$ cat src/rtl/btn_evt_pkg.sv
// Shared definitions for the button event controller: event-type codes and
// the per-channel press-classification state encoding.
package btn_evt_pkg;

    // Event type codes carried on evt_type_o. 2'b11 is never produced.
    localparam logic [1:0] EVT_SHORT  = 2'b00;
    localparam logic [1:0] EVT_LONG   = 2'b01;
    localparam logic [1:0] EVT_REPEAT = 2'b10;

    // Press-classification states, 3-bit encoding.
    typedef enum logic [2:0] {
        ST_ARM     = 3'd0,
        ST_IDLE    = 3'd1,
        ST_PRESSED = 3'd2,
        ST_HELD    = 3'd3,
        ST_REPEAT  = 3'd4
    } btn_state_e;

endpackage

$ cat src/rtl/btn_press_fsm.sv
// One button channel: classifies a debounced level into short / long /
// repeat events and keeps a single-entry pending slot for the arbiter.
// A classification decided on edge E is held in a one-cycle post register
// and lands in the pending slot on edge E+1.
module btn_press_fsm
    import btn_evt_pkg::*;
#(
    parameter int LONG_CYCLES   = 100_000_000,
    parameter int REPEAT_CYCLES = 20_000_000,
    parameter bit REPEAT_EN     = 1'b0,
    parameter int CTR_W         = 27
) (
    input  logic       clk_i,
    input  logic       rst_i,
    input  logic       btn_lvl,
    input  logic       grant,
    output logic       pend_valid,
    output logic [1:0] pend_type,
    output logic       post_drop
);

    // Terminal timer values; the timer is cleared on reaching them, so it
    // never wraps.
    localparam logic [CTR_W-1:0] LONG_LAST   = CTR_W'(LONG_CYCLES - 1);
    localparam logic [CTR_W-1:0] REPEAT_LAST = CTR_W'(REPEAT_CYCLES - 1);

    btn_state_e       state_r;
    logic [CTR_W-1:0] timer_r;
    logic             post_r;
    logic [1:0]       post_type_r;
    logic             slot_v_r;
    logic [1:0]       slot_type_r;

    // Press classification FSM with hold timer and registered event post.
    always_ff @(posedge clk_i) begin
        if (rst_i) begin
            state_r     <= ST_ARM;
            timer_r     <= '0;
            post_r      <= 1'b0;
            post_type_r <= EVT_SHORT;
        end else begin
            post_r      <= 1'b0;
            post_type_r <= post_type_r;
            case (state_r)
                ST_ARM: begin
                    // A button held through reset must be released first.
                    if (!btn_lvl) begin
                        state_r <= ST_IDLE;
                        timer_r <= '0;
                    end else begin
                        state_r <= ST_ARM;
                    end
                end
                ST_IDLE: begin
                    if (btn_lvl) begin
                        state_r <= ST_PRESSED;
                        timer_r <= '0;
                    end else begin
                        state_r <= ST_IDLE;
                    end
                end
                ST_PRESSED: begin
                    // Release is tested first so a release on the expiry
                    // cycle still counts as a short press.
                    if (!btn_lvl) begin
                        post_r      <= 1'b1;
                        post_type_r <= EVT_SHORT;
                        state_r     <= ST_IDLE;
                        timer_r     <= '0;
                    end else if (timer_r == LONG_LAST) begin
                        post_r      <= 1'b1;
                        post_type_r <= EVT_LONG;
                        state_r     <= REPEAT_EN ? ST_REPEAT : ST_HELD;
                        timer_r     <= '0;
                    end else begin
                        timer_r     <= timer_r + CTR_W'(1);
                    end
                end
                ST_HELD: begin
                    if (!btn_lvl) begin
                        state_r <= ST_IDLE;
                        timer_r <= '0;
                    end else begin
                        state_r <= ST_HELD;
                    end
                end
                ST_REPEAT: begin
                    // Release beats a coinciding repeat tick: no event.
                    if (!btn_lvl) begin
                        state_r <= ST_IDLE;
                        timer_r <= '0;
                    end else if (timer_r == REPEAT_LAST) begin
                        post_r      <= 1'b1;
                        post_type_r <= EVT_REPEAT;
                        timer_r     <= '0;
                    end else begin
                        timer_r     <= timer_r + CTR_W'(1);
                    end
                end
                default: begin
                    state_r <= ST_ARM;
                    timer_r <= '0;
                end
            endcase
        end
    end

    // Pending slot: accepts a post when empty or being granted this cycle,
    // otherwise keeps the older event.
    always_ff @(posedge clk_i) begin
        if (rst_i) begin
            slot_v_r    <= 1'b0;
            slot_type_r <= EVT_SHORT;
        end else if (post_r && (!slot_v_r || grant)) begin
            slot_v_r    <= 1'b1;
            slot_type_r <= post_type_r;
        end else if (grant) begin
            slot_v_r    <= 1'b0;
        end else begin
            slot_v_r    <= slot_v_r;
            slot_type_r <= slot_type_r;
        end
    end

    assign pend_valid = slot_v_r;
    assign pend_type  = slot_type_r;
    // A post that finds the slot occupied and not leaving is lost.
    assign post_drop  = post_r & slot_v_r & ~grant;

endmodule

$ cat src/rtl/btn_event_ctrl.sv
// Button event controller top: one press FSM per channel, a round-robin
// arbiter over the pending slots and a single valid/ready output register.
module btn_event_ctrl
    import btn_evt_pkg::*;
#(
    parameter int               N_BTN         = 4,
    parameter int               LONG_CYCLES   = 100_000_000,
    parameter int               REPEAT_CYCLES = 20_000_000,
    parameter logic [N_BTN-1:0] REPEAT_MASK   = N_BTN'(4'b0110),
    parameter int               CTR_W         = 27
) (
    input  logic                     clk_i,
    input  logic                     rst_i,
    input  logic [N_BTN-1:0]         btn_db_i,
    output logic                     evt_valid_o,
    input  logic                     evt_ready_i,
    output logic [$clog2(N_BTN)-1:0] evt_btn_o,
    output logic [1:0]               evt_type_o,
    output logic                     overflow_o
);

    localparam int IDX_W = $clog2(N_BTN);

    logic [N_BTN-1:0] slot_v_s;
    logic [1:0]       slot_type_s [N_BTN];
    logic [N_BTN-1:0] drop_s;
    logic [N_BTN-1:0] grant_s;

    logic             grant_found_s;
    logic [IDX_W-1:0] grant_idx_s;
    logic             grant_en_s;
    logic             fire_s;

    logic             out_valid_r;
    logic [IDX_W-1:0] out_btn_r;
    logic [1:0]       out_type_r;
    logic [IDX_W-1:0] rr_r;
    logic             overflow_r;

    for (genvar i = 0; i < N_BTN; i++) begin : g_ch
        btn_press_fsm #(
            .LONG_CYCLES   (LONG_CYCLES),
            .REPEAT_CYCLES (REPEAT_CYCLES),
            .REPEAT_EN     (REPEAT_MASK[i]),
            .CTR_W         (CTR_W)
        ) u_fsm (
            .clk_i      (clk_i),
            .rst_i      (rst_i),
            .btn_lvl    (btn_db_i[i]),
            .grant      (grant_s[i]),
            .pend_valid (slot_v_s[i]),
            .pend_type  (slot_type_s[i]),
            .post_drop  (drop_s[i])
        );
    end

    assign fire_s     = out_valid_r & evt_ready_i;
    // The output register may be refilled when empty or draining this cycle.
    assign grant_en_s = grant_found_s & (~out_valid_r | fire_s);

    // Round-robin search starting one past the last granted channel.
    always_comb begin
        grant_found_s = 1'b0;
        grant_idx_s   = '0;
        for (int k = 1; k <= N_BTN; k++) begin
            if (!grant_found_s && slot_v_s[(int'(rr_r) + k) % N_BTN]) begin
                grant_found_s = 1'b1;
                grant_idx_s   = IDX_W'((int'(rr_r) + k) % N_BTN);
            end else begin
                grant_found_s = grant_found_s;
                grant_idx_s   = grant_idx_s;
            end
        end
    end

    // One-hot grant back to the winning channel's slot.
    always_comb begin
        grant_s = '0;
        for (int i = 0; i < N_BTN; i++) begin
            if (grant_en_s && (grant_idx_s == IDX_W'(i))) begin
                grant_s[i] = 1'b1;
            end else begin
                grant_s[i] = 1'b0;
            end
        end
    end

    // Output register and round-robin pointer.
    always_ff @(posedge clk_i) begin
        if (rst_i) begin
            out_valid_r <= 1'b0;
            out_btn_r   <= '0;
            out_type_r  <= EVT_SHORT;
            rr_r        <= IDX_W'(N_BTN - 1);
        end else if (grant_en_s) begin
            out_valid_r <= 1'b1;
            out_btn_r   <= grant_idx_s;
            out_type_r  <= slot_type_s[grant_idx_s];
            rr_r        <= grant_idx_s;
        end else if (fire_s) begin
            out_valid_r <= 1'b0;
        end else begin
            out_valid_r <= out_valid_r;
            out_btn_r   <= out_btn_r;
            out_type_r  <= out_type_r;
            rr_r        <= rr_r;
        end
    end

    // Sticky overflow flag, cleared only by reset.
    always_ff @(posedge clk_i) begin
        if (rst_i) begin
            overflow_r <= 1'b0;
        end else if (|drop_s) begin
            overflow_r <= 1'b1;
        end else begin
            overflow_r <= overflow_r;
        end
    end

    assign evt_valid_o = out_valid_r;
    assign evt_btn_o   = out_btn_r;
    assign evt_type_o  = out_type_r;
    assign overflow_o  = overflow_r;

endmodule

$ cat config.mk
export PLATFORM = sky130hd
export DESIGN_NAME = btn_event_ctrl
export DESIGN_NICKNAME = d
export VERILOG_FILES = /design/src/rtl/btn_evt_pkg.sv /design/src/rtl/btn_press_fsm.sv /design/src/rtl/btn_event_ctrl.sv
export SDC_FILE = /design/constraint.sdc
export NUM_CORES = 1
export LEC_CHECK = 0
export ABC_CLOCK_PERIOD_IN_PS = 4700
export CAP_MARGIN = 10
export CORE_MARGIN = 1
export CORE_UTILIZATION = 45
export CTS_BUF_LIST = sky130_fd_sc_hd__clkbuf_4
export CTS_CLUSTER_DIAMETER = 150
export DETAILED_ROUTE_END_ITERATION = 12
export PLACE_DENSITY = 0.69
export SLEW_MARGIN = 25
export SYNTH_ARGS = -nofsm -noshare
export SYNTH_HDL_FRONTEND = slang
export SYNTH_HIERARCHICAL = 1
export SYNTH_SLANG_ARGS = --single-unit
$ cat constraint.sdc
create_clock -name clk_i -period 4.7 [get_ports clk_i]
set_input_delay 0.94 -clock clk_i [delete_from_list [all_inputs] [get_ports clk_i]]
set_output_delay 0.94 -clock clk_i [all_outputs]
set_load 0.05 [all_outputs]
==> reports/qor.txt <==
Post-synthesis sequential area ratio -> 0.387
Post-synth EDFFs -> 0
Initial core utilization -> 0.459
Die H -> 132 um
Vias per inst -> 5.44
Placed instance count -> 1113
Cell Pwr Density -> 272 mW/mm^2
Row count -> 47
Clock root buffer -> clkbuf_4
Routed wire per std cell -> 13.4 um
H-tree depth -> 4
Die ar. -> 0.0173 mm^2
Largest cells by area after synthesis -> dfxtp_1, nor2_1, xnor2_1
Setup violators final -> 0
RePlAce Congestion -> 0.832
Critical Path AT -> 1780 ps
Total Power -> 2.21 mW
Hold WC Path Type -> flop to flop
Post-route cell area -> 0.00811 mm^2
Setup Fix Bufs, Post-CTS -> 0
Max incr delay on CP -> 820 ps
Resized cells post-CTS -> 0
Netlist cell types -> 65
Final min period -> 2720 ps
RSZ-0062 raised after global routing -> false
GRT Overall Usage -> 0.185
Largest buffer count on any clock path -> 2
# hold bufs at CTS -> 0
Non-Filler Instances -> 1145
Core Util, Final -> 0.492
Crit path max-delay cell type -> clkdlybuf4s50_1
Clock latency on the worst-skew pair -> 570 ps
HPWL Detailed -> 10700 um
Area share of the largest cell type after synthesis -> 0.387
Rel. slew slack -> 0.485
First-iteration detailed-routing DRC count -> 375
Reg clk slew, reported paths -> 140 ps
Max VDD drop -> 0.210 mV
Drc violations -> 0
Fin. Hold Viols -> 0
Synth Flop Type -> dfxtp_1
Vias -> 6232
Largest net degree at the start of global routing -> 27
Antenna cells -> 0
Worst Path Class, Setup -> flop to output pin
Worst Path Buf+Inv -> 1
Nets@finish -> 931
Post-synthesis cell type with the largest combined area -> dfxtp_1
Core area -> 0.0165 mm^2
Worst setup SP type -> flop
Post-DP Area -> 0.00782 mm^2
Remaining antenna violation count -> 0
Syn_nets -> 923
# fillers -> 1610
Measured slew at the worst slew-check pin -> 773 ps
Chip width -> 132 um
Clk sink count -> 146
Share of async-settable or async-resettable flops after synthesis -> 0
Clock Skew -> 21.0 ps
Upper clock frequency limit -> 0.368 GHz
Setup TNS -> 0 ps
Critical Path, Cell by Cell -> clkdlybuf4s50_1
Initial antenna violation count -> 0
Detailed Routing Iterations Pass 1 -> 5
Layout Area Growth over Synthesis -> 7.32%
Mean Syn Cell Area -> 8.36 um^2
Total wire length -> 15400 um
Lkg Pwr -> 2.51 nW
IO buf count -> 12
Crit. End Element -> output pin
Status -> completed
GR Overflow Total -> 0
Top-level port count -> 13
Flops & latches, synth -> 146
Critical path fanouts, max -> 2
Post-Synthesis Cells -> 904
R2R setup slack -> 2070 ps
Ys Warns -> 6
Netlist Area Pre-Place -> 0.00755 mm^2
Period utilization -> 0.578
Global-route wire length before repair -> 26700 um
Max-Cap Viols -> 0
Layout cells sized above 1 -> 0.0865
Slew Limit Fails -> 0
CTS tree -> done
Vias in the first global route -> 5773
Critical path required time -> 3760 ps
Num CTS Buffers -> 17
Top delay family on crit path -> buffers and inverters
==> placed cells by master (no fill, tap or decap), types with 5 or more instances in the layout <==
master / instances
nor2_1: 161
nor4_2: 5
xor2_1: 20
clkbuf_4: 17
dfxtp_1: 146
nor3b_1: 6
nor2b_1: 12
buf_4: 8
nor4_1: 28
nor3_1: 47
mux2i_1: 12
o211ai_1: 7
xnor2_1: 60
nand4_1: 44
and4_1: 12
a31oi_1: 6
a211oi_1: 9
a21oi_1: 30
nand3_1: 36
o21ai_0: 24
clkdlybuf4s50_1: 11
ha_1: 12
nand2_1: 47
nor4b_1: 8
a21o_1: 5
and3_1: 20
inv_1: 33
nand2b_1: 11
==> final cells by class <==
type,instances,area (um^2),share of cell area
clock buffers,17,128,0.0157
clock inverters,15,159,0.0196
inverters,35,131,0.0162
multi-input cells,692,4320,0.532
flip-flops and latches,146,2920,0.360
well taps,220,275,0.0340
repair buffers,20,175,0.0216
==> cells in the mapped netlist, drive strengths merged, types with 3 or more instances <==
cell type / number
nor3b: 6
ha: 12
nor2: 165
clkbuf: 21
nand2: 47
nor2b: 12
a21oi: 33
or2: 3
nand3: 36
nand4: 46
buf: 10
o21a: 3
and2: 4
o22ai: 4
mux2i: 12
and3: 22
or4: 8
nor4: 35
o221ai: 3
nor4b: 8
o21ai: 26
xor2: 20
a31oi: 6
a21boi: 3
xnor2: 60
nand2b: 12
inv: 33
and4: 12
a21o: 5
o211ai: 7
o31ai: 4
dfxtp: 146
a211oi: 10
nor3: 48
==> metrics by stage <==
step                      hold slack, ps  worst slack [ps]
final                                468              1980
after global routing                 500              1890
after CTS                            468              1940
after detailed placement             450              1640
after global placement               446              1660
after floorplan                      444              2470
==> worst paths after layout <==
check	depth (start not counted)	startpoint	endpoint
worst max-delay path	1	overflow_o	overflow_o
worst min-delay path	2	evt_btn_o[1]	evt_btn_o[1]
worst max register to register	5	g_ch[1].u_fsm/timer_r[14]	g_ch[1].u_fsm/timer_r[15]
worst min register to register	2	evt_btn_o[1]	evt_btn_o[1]
==> report_power, final <==
group / leakage, nW / total (mW) / switching, mW / internal (mW)
logic: 1.19 / 0.149 / 0.102 / 0.0463
clock network: 0.141 / 0.800 / 0.481 / 0.319
registers: 1.18 / 1.26 / 0.0118 / 1.25
total: 2.51 / 2.21 / 0.595 / 1.61
==> sequential cells by signal (all words and copies together), names as in the netlist <==
| signal | count |
|---|---|
| evt_btn_o | 2 |
| g_ch.u_fsm/state_r | 10 |
| g_ch.u_fsm/post_r | 4 |
| evt_valid_o | 1 |
| g_ch.u_fsm/pend_type | 6 |
| g_ch.u_fsm/post_type_r | 6 |
| evt_type_o | 2 |
| g_ch.u_fsm/timer_r | 108 |
| rr_r | 2 |
| overflow_o | 1 |
| g_ch.u_fsm/pend_valid | 4 |
==> cell families after synthesis <==
family          synth area share
other cells             0.000994
compound gates             0.111
simple gates               0.331
xor+xnor                  0.0927
mux                       0.0159
buf+inv                   0.0417
fa+ha+maj                 0.0199
flops                      0.387
==> metal layers <==
metal / up-vias / routed length, um / global-route usage
li1: 3242 / - / -
met3: 16 / 504 / 0.0440
met1: 2893 / 8040 / 0.252
met5: - / 0 / 0
met4: 0 / 154 / 0.0607
met2: 81 / 6670 / 0.287
(Power assumes the default switching activity.)
==> variant 1, RTL diff (config.mk and constraints unchanged) <==
Register the input `btn_db_i` before use, with the module's reset. The logic sees it one clock later. The other inputs are not delayed to match.
--- a/src/rtl/btn_event_ctrl.sv
+++ b/src/rtl/btn_event_ctrl.sv
@@ -20,6 +20,16 @@
 );
 
     localparam int IDX_W = $clog2(N_BTN);
+
+    logic [N_BTN-1:0] btn_db_q;
+
+    always_ff @(posedge clk_i) begin
+        if (rst_i) begin
+            btn_db_q <= '0;
+        end else begin
+            btn_db_q <= btn_db_i;
+        end
+    end
 
     logic [N_BTN-1:0] slot_v_s;
     logic [1:0]       slot_type_s [N_BTN];
@@ -46,7 +56,7 @@
         ) u_fsm (
             .clk_i      (clk_i),
             .rst_i      (rst_i),
-            .btn_lvl    (btn_db_i[i]),
+            .btn_lvl    (btn_db_q[i]),
             .grant      (grant_s[i]),
             .pend_valid (slot_v_s[i]),
             .pend_type  (slot_type_s[i]),
Function: not settled (the Yosys comparison gave no result); the edit may change what the design does.
==> variant 1 against the unedited design <==
Power is 2.1% higher; sequential cell count is 4 higher; highest routed layer unchanged; first-iteration DRC count is 27% higher; setup slack better by 0.017 ns; global-route usage is 0.34 points higher; wire length is 2.2% higher; final area is 0.88% higher; area after synthesis is 1.5% higher; critical path type unchanged.
==> variant 1: results (changes against the unedited design) <==
Run status
  • Status: completed

Route
  • Vias per std cell: 5.50 (+1.0%)
  • Drt pass-1 iters: 5 (unchanged)
  • Vias post-DR: 6324 (+1.5%)
  • Avg WL per Cell: 13.7 um (+1.8%)
  • Initial DRC count: 476 (+27%)

Clocking
  • Clk pin slew, worst setup/hold paths: 0.12 ns (-0.02 ns)
  • CTS root buf: clkbuf_4
  • Post-CTS Setup Bufs: 0 (unchanged)
  • H-tree depth: 4 (unchanged)
  • Clock buffer depth: 2 (unchanged)
  • Later-pin clock latency in the skew report: 0.54 ns (-0.03 ns)

Yosys
  • Top post-synthesis cells by area: dfxtp_1, nor2_1, xnor2_1, nand4_1, nor3_1
  • Synth warn: 6 (unchanged)
  • Area share of fa/ha/maj cells after synthesis: 1.96% (-0.029 points)
  • Mux share of post-synthesis cell area: 1.44% (-0.15 points)
  • Avg Inst Size Synth: 8.38 sq um (+0.25%)
  • Xor/xnor share of the synthesized area: 9.14% (-0.13 points)
  • Synth Net Count: 934 (+1.2%)
  • Synth cell types: 61 (-6.2%)
  • Post-synth top cells: nor2_1, dfxtp_1, xnor2_1, nor3_1, nand4_1
  • Post-synthesis sequential area ratio: 39.2% (+0.48 points)
  • Asr flop ratio synth: 0% (unchanged)
  • Compound-cell area share of the yosys netlist: 11.0% (-0.014 points)

Global routing
  • Overall Global Routing Usage: 18.8% (+0.34 points)
  • Largest net degree at the start of global routing: 33 (+22%)
  • Vias in the first global route: 5861 (+1.5%)
  • First-pass GRT wire length: 27600 um (+3.3%)

Timing
  • Setup skew after layout: 0.0181 ns (-0.00296 ns)
  • Max Freq: 0.370 GHz (+0.63%)
  • Slew headroom: 45.7% (-2.8 points)

Hold path
  • Hold crit path type: flop to flop

Pwr
  • Lkg Pwr: 0.00252 uW (+0.65%)
  • Maximum vdd drop: 0.000179 V (-15%)

Finish
  • Final-layout fill cell count: 1625 (+0.93%)
  • Final nets: 936 (+0.54%)
  • Fraction of layout cells with a size suffix above 1: 8.06% (-0.58 points)

Flow run
  • Number of max-cap violations: 0 (unchanged)

Placement
  • Dpl hpwl: 10700 um (+0.27%)
  • Placed Cells: 1118 (+0.45%)
  • Placer's final routability congestion estimate: 0.800 (-3.9%)

Setup path
  • Crit-path slowest cell: clkdlybuf4s50_1
  • Crit path arrival time: 1.76 ns (-0.02 ns)
-- variant 1: metrics by stage --
| step | area [sq um] | util [%] | setup WS (ns) | hold WS [ns] |
|---|---|---|---|---|
| floorplan | 7670 | - | 2.32 | 0.444 |
| global placement | 7890 | 47.6 | 1.63 | 0.459 |
| detailed placement | 7890 | 47.6 | 1.64 | 0.468 |
| CTS | 8180 | 49.3 | 1.94 | 0.490 |
| global route | 8180 | 49.3 | 1.89 | 0.505 |
| finish | 8180 | 49.3 | 2.00 | 0.492 |
-- variant 1: routing by layer --
metal  share of wire [%]  wire length (um)  vias to the layer above  GRT usage, %
met5                   0                 0                        -             0
met4                0.72               113                        0          4.98
met3                 3.4               535                       11          4.71
met2                  46              7160                       91          29.5
met1                  50              7900                     2960          25.8
li1                    -                 -                     3262             -
-- variant 1: path summary, 6_finish.rpt --
check | startpoint | endpoint | slack, ns | cells after the start
max | evt_type_o[1] | evt_type_o[1] | 2.00 | 1
min | g_ch[2].u_fsm/timer_r[1] | g_ch[2].u_fsm/timer_r[1] | 0.49 | 2
max reg2reg | g_ch[2].u_fsm/timer_r[14] | g_ch[2].u_fsm/timer_r[12] | 2.08 | 5
min reg2reg | g_ch[2].u_fsm/timer_r[1] | g_ch[2].u_fsm/timer_r[1] | 0.49 | 2
-- variant 1: area by class of cell --
type | instances | share of cell area [%]
Multi-Input combinational cell | 692 | 52.7
Sequential cell | 150 | 36.7
Timing Repair Buffer | 18 | 1.96
Inverter | 38 | 1.74
Tap cell | 220 | 3.37
Clock inverter | 12 | 1.65
Clock buffer | 20 | 1.84
-- variant 1: where the power goes --
group / switching, uW / total (uW) / leakage (uW) / internal, uW
Combinational: 92.3 / 133 / 0.00116 / 40.9
Clock: 448 / 825 / 0.000153 / 377
Sequential: 13.6 / 1290 / 0.00121 / 1280
==> variant 2, RTL diff (same flow settings) <==
Made on the original files. `CTR_W` is set to 27 in 2 places; all go to 35.
--- a/src/rtl/btn_press_fsm.sv
+++ b/src/rtl/btn_press_fsm.sv
@@ -8,7 +8,7 @@
     parameter int LONG_CYCLES   = 100_000_000,
     parameter int REPEAT_CYCLES = 20_000_000,
     parameter bit REPEAT_EN     = 1'b0,
-    parameter int CTR_W         = 27
+    parameter int CTR_W         = 35
 ) (
     input  logic       clk_i,
     input  logic       rst_i,
--- a/src/rtl/btn_event_ctrl.sv
+++ b/src/rtl/btn_event_ctrl.sv
@@ -7,7 +7,7 @@
     parameter int               LONG_CYCLES   = 100_000_000,
     parameter int               REPEAT_CYCLES = 20_000_000,
     parameter logic [N_BTN-1:0] REPEAT_MASK   = N_BTN'(4'b0110),
-    parameter int               CTR_W         = 27
+    parameter int               CTR_W         = 35
 ) (
     input  logic                     clk_i,
     input  logic                     rst_i,
Function: not settled (the Yosys comparison gave no result); the edit may change what the design does.
==> variant 2 against the unedited design <==
Die area up 24%; highest routed layer unchanged; area after synthesis up 24%; power up 25%; setup slack worse by 0.23 ns; clock power up 29%; maximum frequency down 7.8%; sequential cell count up 32; largest power group unchanged; wire length up 25%; final area up 23%.
==> variant 2: results (changes against the unedited design) <==
Run status
  • Status: completed

Placement
  • Port bufs: 12 (unchanged)
  • Placer's final routability congestion estimate: 0.802 (-3.6%)
  • Dpl hpwl: 12600 um (+18%)
  • Dpl ws: 1.17 ns (-0.467 ns)

Route
  • Vias post-DR: 7642 (+23%)
  • DRT Wirelength: 19200 um (+25%)
  • Drt pass-1 iters: 5 (unchanged)
  • Initial DRC count: 468 (+25%)

Finish
  • Fraction of layout cells with a size suffix above 1: 7.66% (-0.99 points)
  • Largest regs: g_ch.u_fsm/timer_r (140), g_ch.u_fsm/state_r (10)

Yosys
  • Post-synth top cells: dfxtp_1, nor2_1, xnor2_1, a211oi_1, nand2_1
  • Post-synthesis sequential area ratio: 38.0% (-0.66 points)
  • Asr flop ratio synth: 0% (unchanged)
  • Top post-synthesis cells by area: dfxtp_1, xnor2_1, a211oi_1, nor2_1, nand4_1
  • Synth Net Count: 1107 (+20%)
  • Synth cell types: 75 (+15%)

Global routing
  • Overall Global Routing Usage: 18.3% (-0.20 points)
  • Antenna violations before repair: 1 (+1)
  • First-pass GRT wire length: 33000 um (+24%)
  • Vias in the first global route: 6958 (+21%)
  • Largest net degree at the start of global routing: 61 (+130%)

Pwr
  • Maximum vdd drop: 0.000164 V (-22%)
  • Lkg Pwr: 0.00290 uW (+16%)
  • Power Density: 276 nW/um^2 (+1.3%)

Setup path
  • Crit Path Max Fanout: 17 (+15)
  • Crit path arrival time: 3.41 ns (+1.63 ns)

Clocking
  • Post-CTS Setup Bufs: 0 (unchanged)
  • CTS buffer count: 17 (unchanged)

Timing
  • Setup skew after layout: 0.0232 ns (+0.00211 ns)
  • Slew @ Worst Pin: 0.895 ns (+0.122 ns)

Hold path
  • Hold crit path type: flop to flop
## variant 2: changes by cell type in the layout (fill, tap and decap cells not counted), sizes merged, moves of 6 or more
cell    delta
a211oi    +56
a221oi    +10
clkbuf     +6
clkinv     -7
dfxtp     +32
nand2     +18
nor2      -43
nor4b     +12
o21ai      -8
or4       +15
xnor2     +41
## variant 2: per-layer routing
| metal | up-vias | routed length [um] | global-route usage (%) |
|---|---|---|---|
| li1 | 3924 | - | - |
| met1 | 3610 | 9960 | 25.1 |
| met2 | 94 | 8390 | 29.0 |
| met3 | 14 | 586 | 3.69 |
| met4 | 0 | 207 | 5.42 |
| met5 | - | 0 | 0 |
## variant 2: area by class of cell
class / instances / area [sq um]
Clock inverter: 9 / 180
Multi-Input combinational cell: 809 / 5360
Tap cell: 270 / 338
Sequential cell: 178 / 3560
Inverter: 42 / 158
Timing Repair Buffer: 23 / 200
Antenna cell: 1 / 2.50
Clock buffer: 23 / 173
Fill cell: 1947 / 10300
## variant 2: report_power, final
part | total (uW) | switching, uW | internal, uW
Clock | 1030 | 517 | 511
Combinational | 185 | 129 | 55.7
Sequential | 1540 | 15.4 | 1520
## variant 2: critical path, cell delays in order
cell	delay [ns]
clkdlybuf4s50_1	0.65
xnor2_1	0.17
a211oi_2	0.09
buf_4	0.21
or4_4	0.56
or4_1	0.51
a221oi_1	0.27
## variant 2: stage by stage
stage	area, sq um	power [uW]	std cells
floorplan	9370	1720	1088
global placement	9620	1750	1322
detailed placement	9620	1750	1322
CTS	9970	2780	1354
global route	9980	2860	1355
finish	9980	2750	1355
## variant 2: kinds of logic (layout without fill, tap and decap cells)
| logic type | Yosys count | after routing | share of synthesized area, % |
|---|---|---|---|
| compound gates | 163 | 163 | 12.8 |
| xor+xnor | 124 | 124 | 11.6 |
| fa+ha+maj | 12 | 12 | 1.60 |
| buf+inv | 101 | 97 | 4.99 |
| flops | 178 | 178 | 38.0 |
| mux | 13 | 13 | 1.39 |
| other cells | 2 | 3 | 0.0801 |
| simple gates | 495 | 495 | 29.5 |
## variant 2: worst paths after layout
path	from	endpoint	slack, ns	cells past startpoint
min reg2reg	evt_btn_o[1]	evt_btn_o[1]	0.48	2
max	btn_db_i[2]	g_ch[2].u_fsm/timer_r[27]	1.75	7
max reg2reg	g_ch[2].u_fsm/timer_r[4]	g_ch[2].u_fsm/timer_r[34]	1.84	5
min	evt_btn_o[1]	evt_btn_o[1]	0.48	2
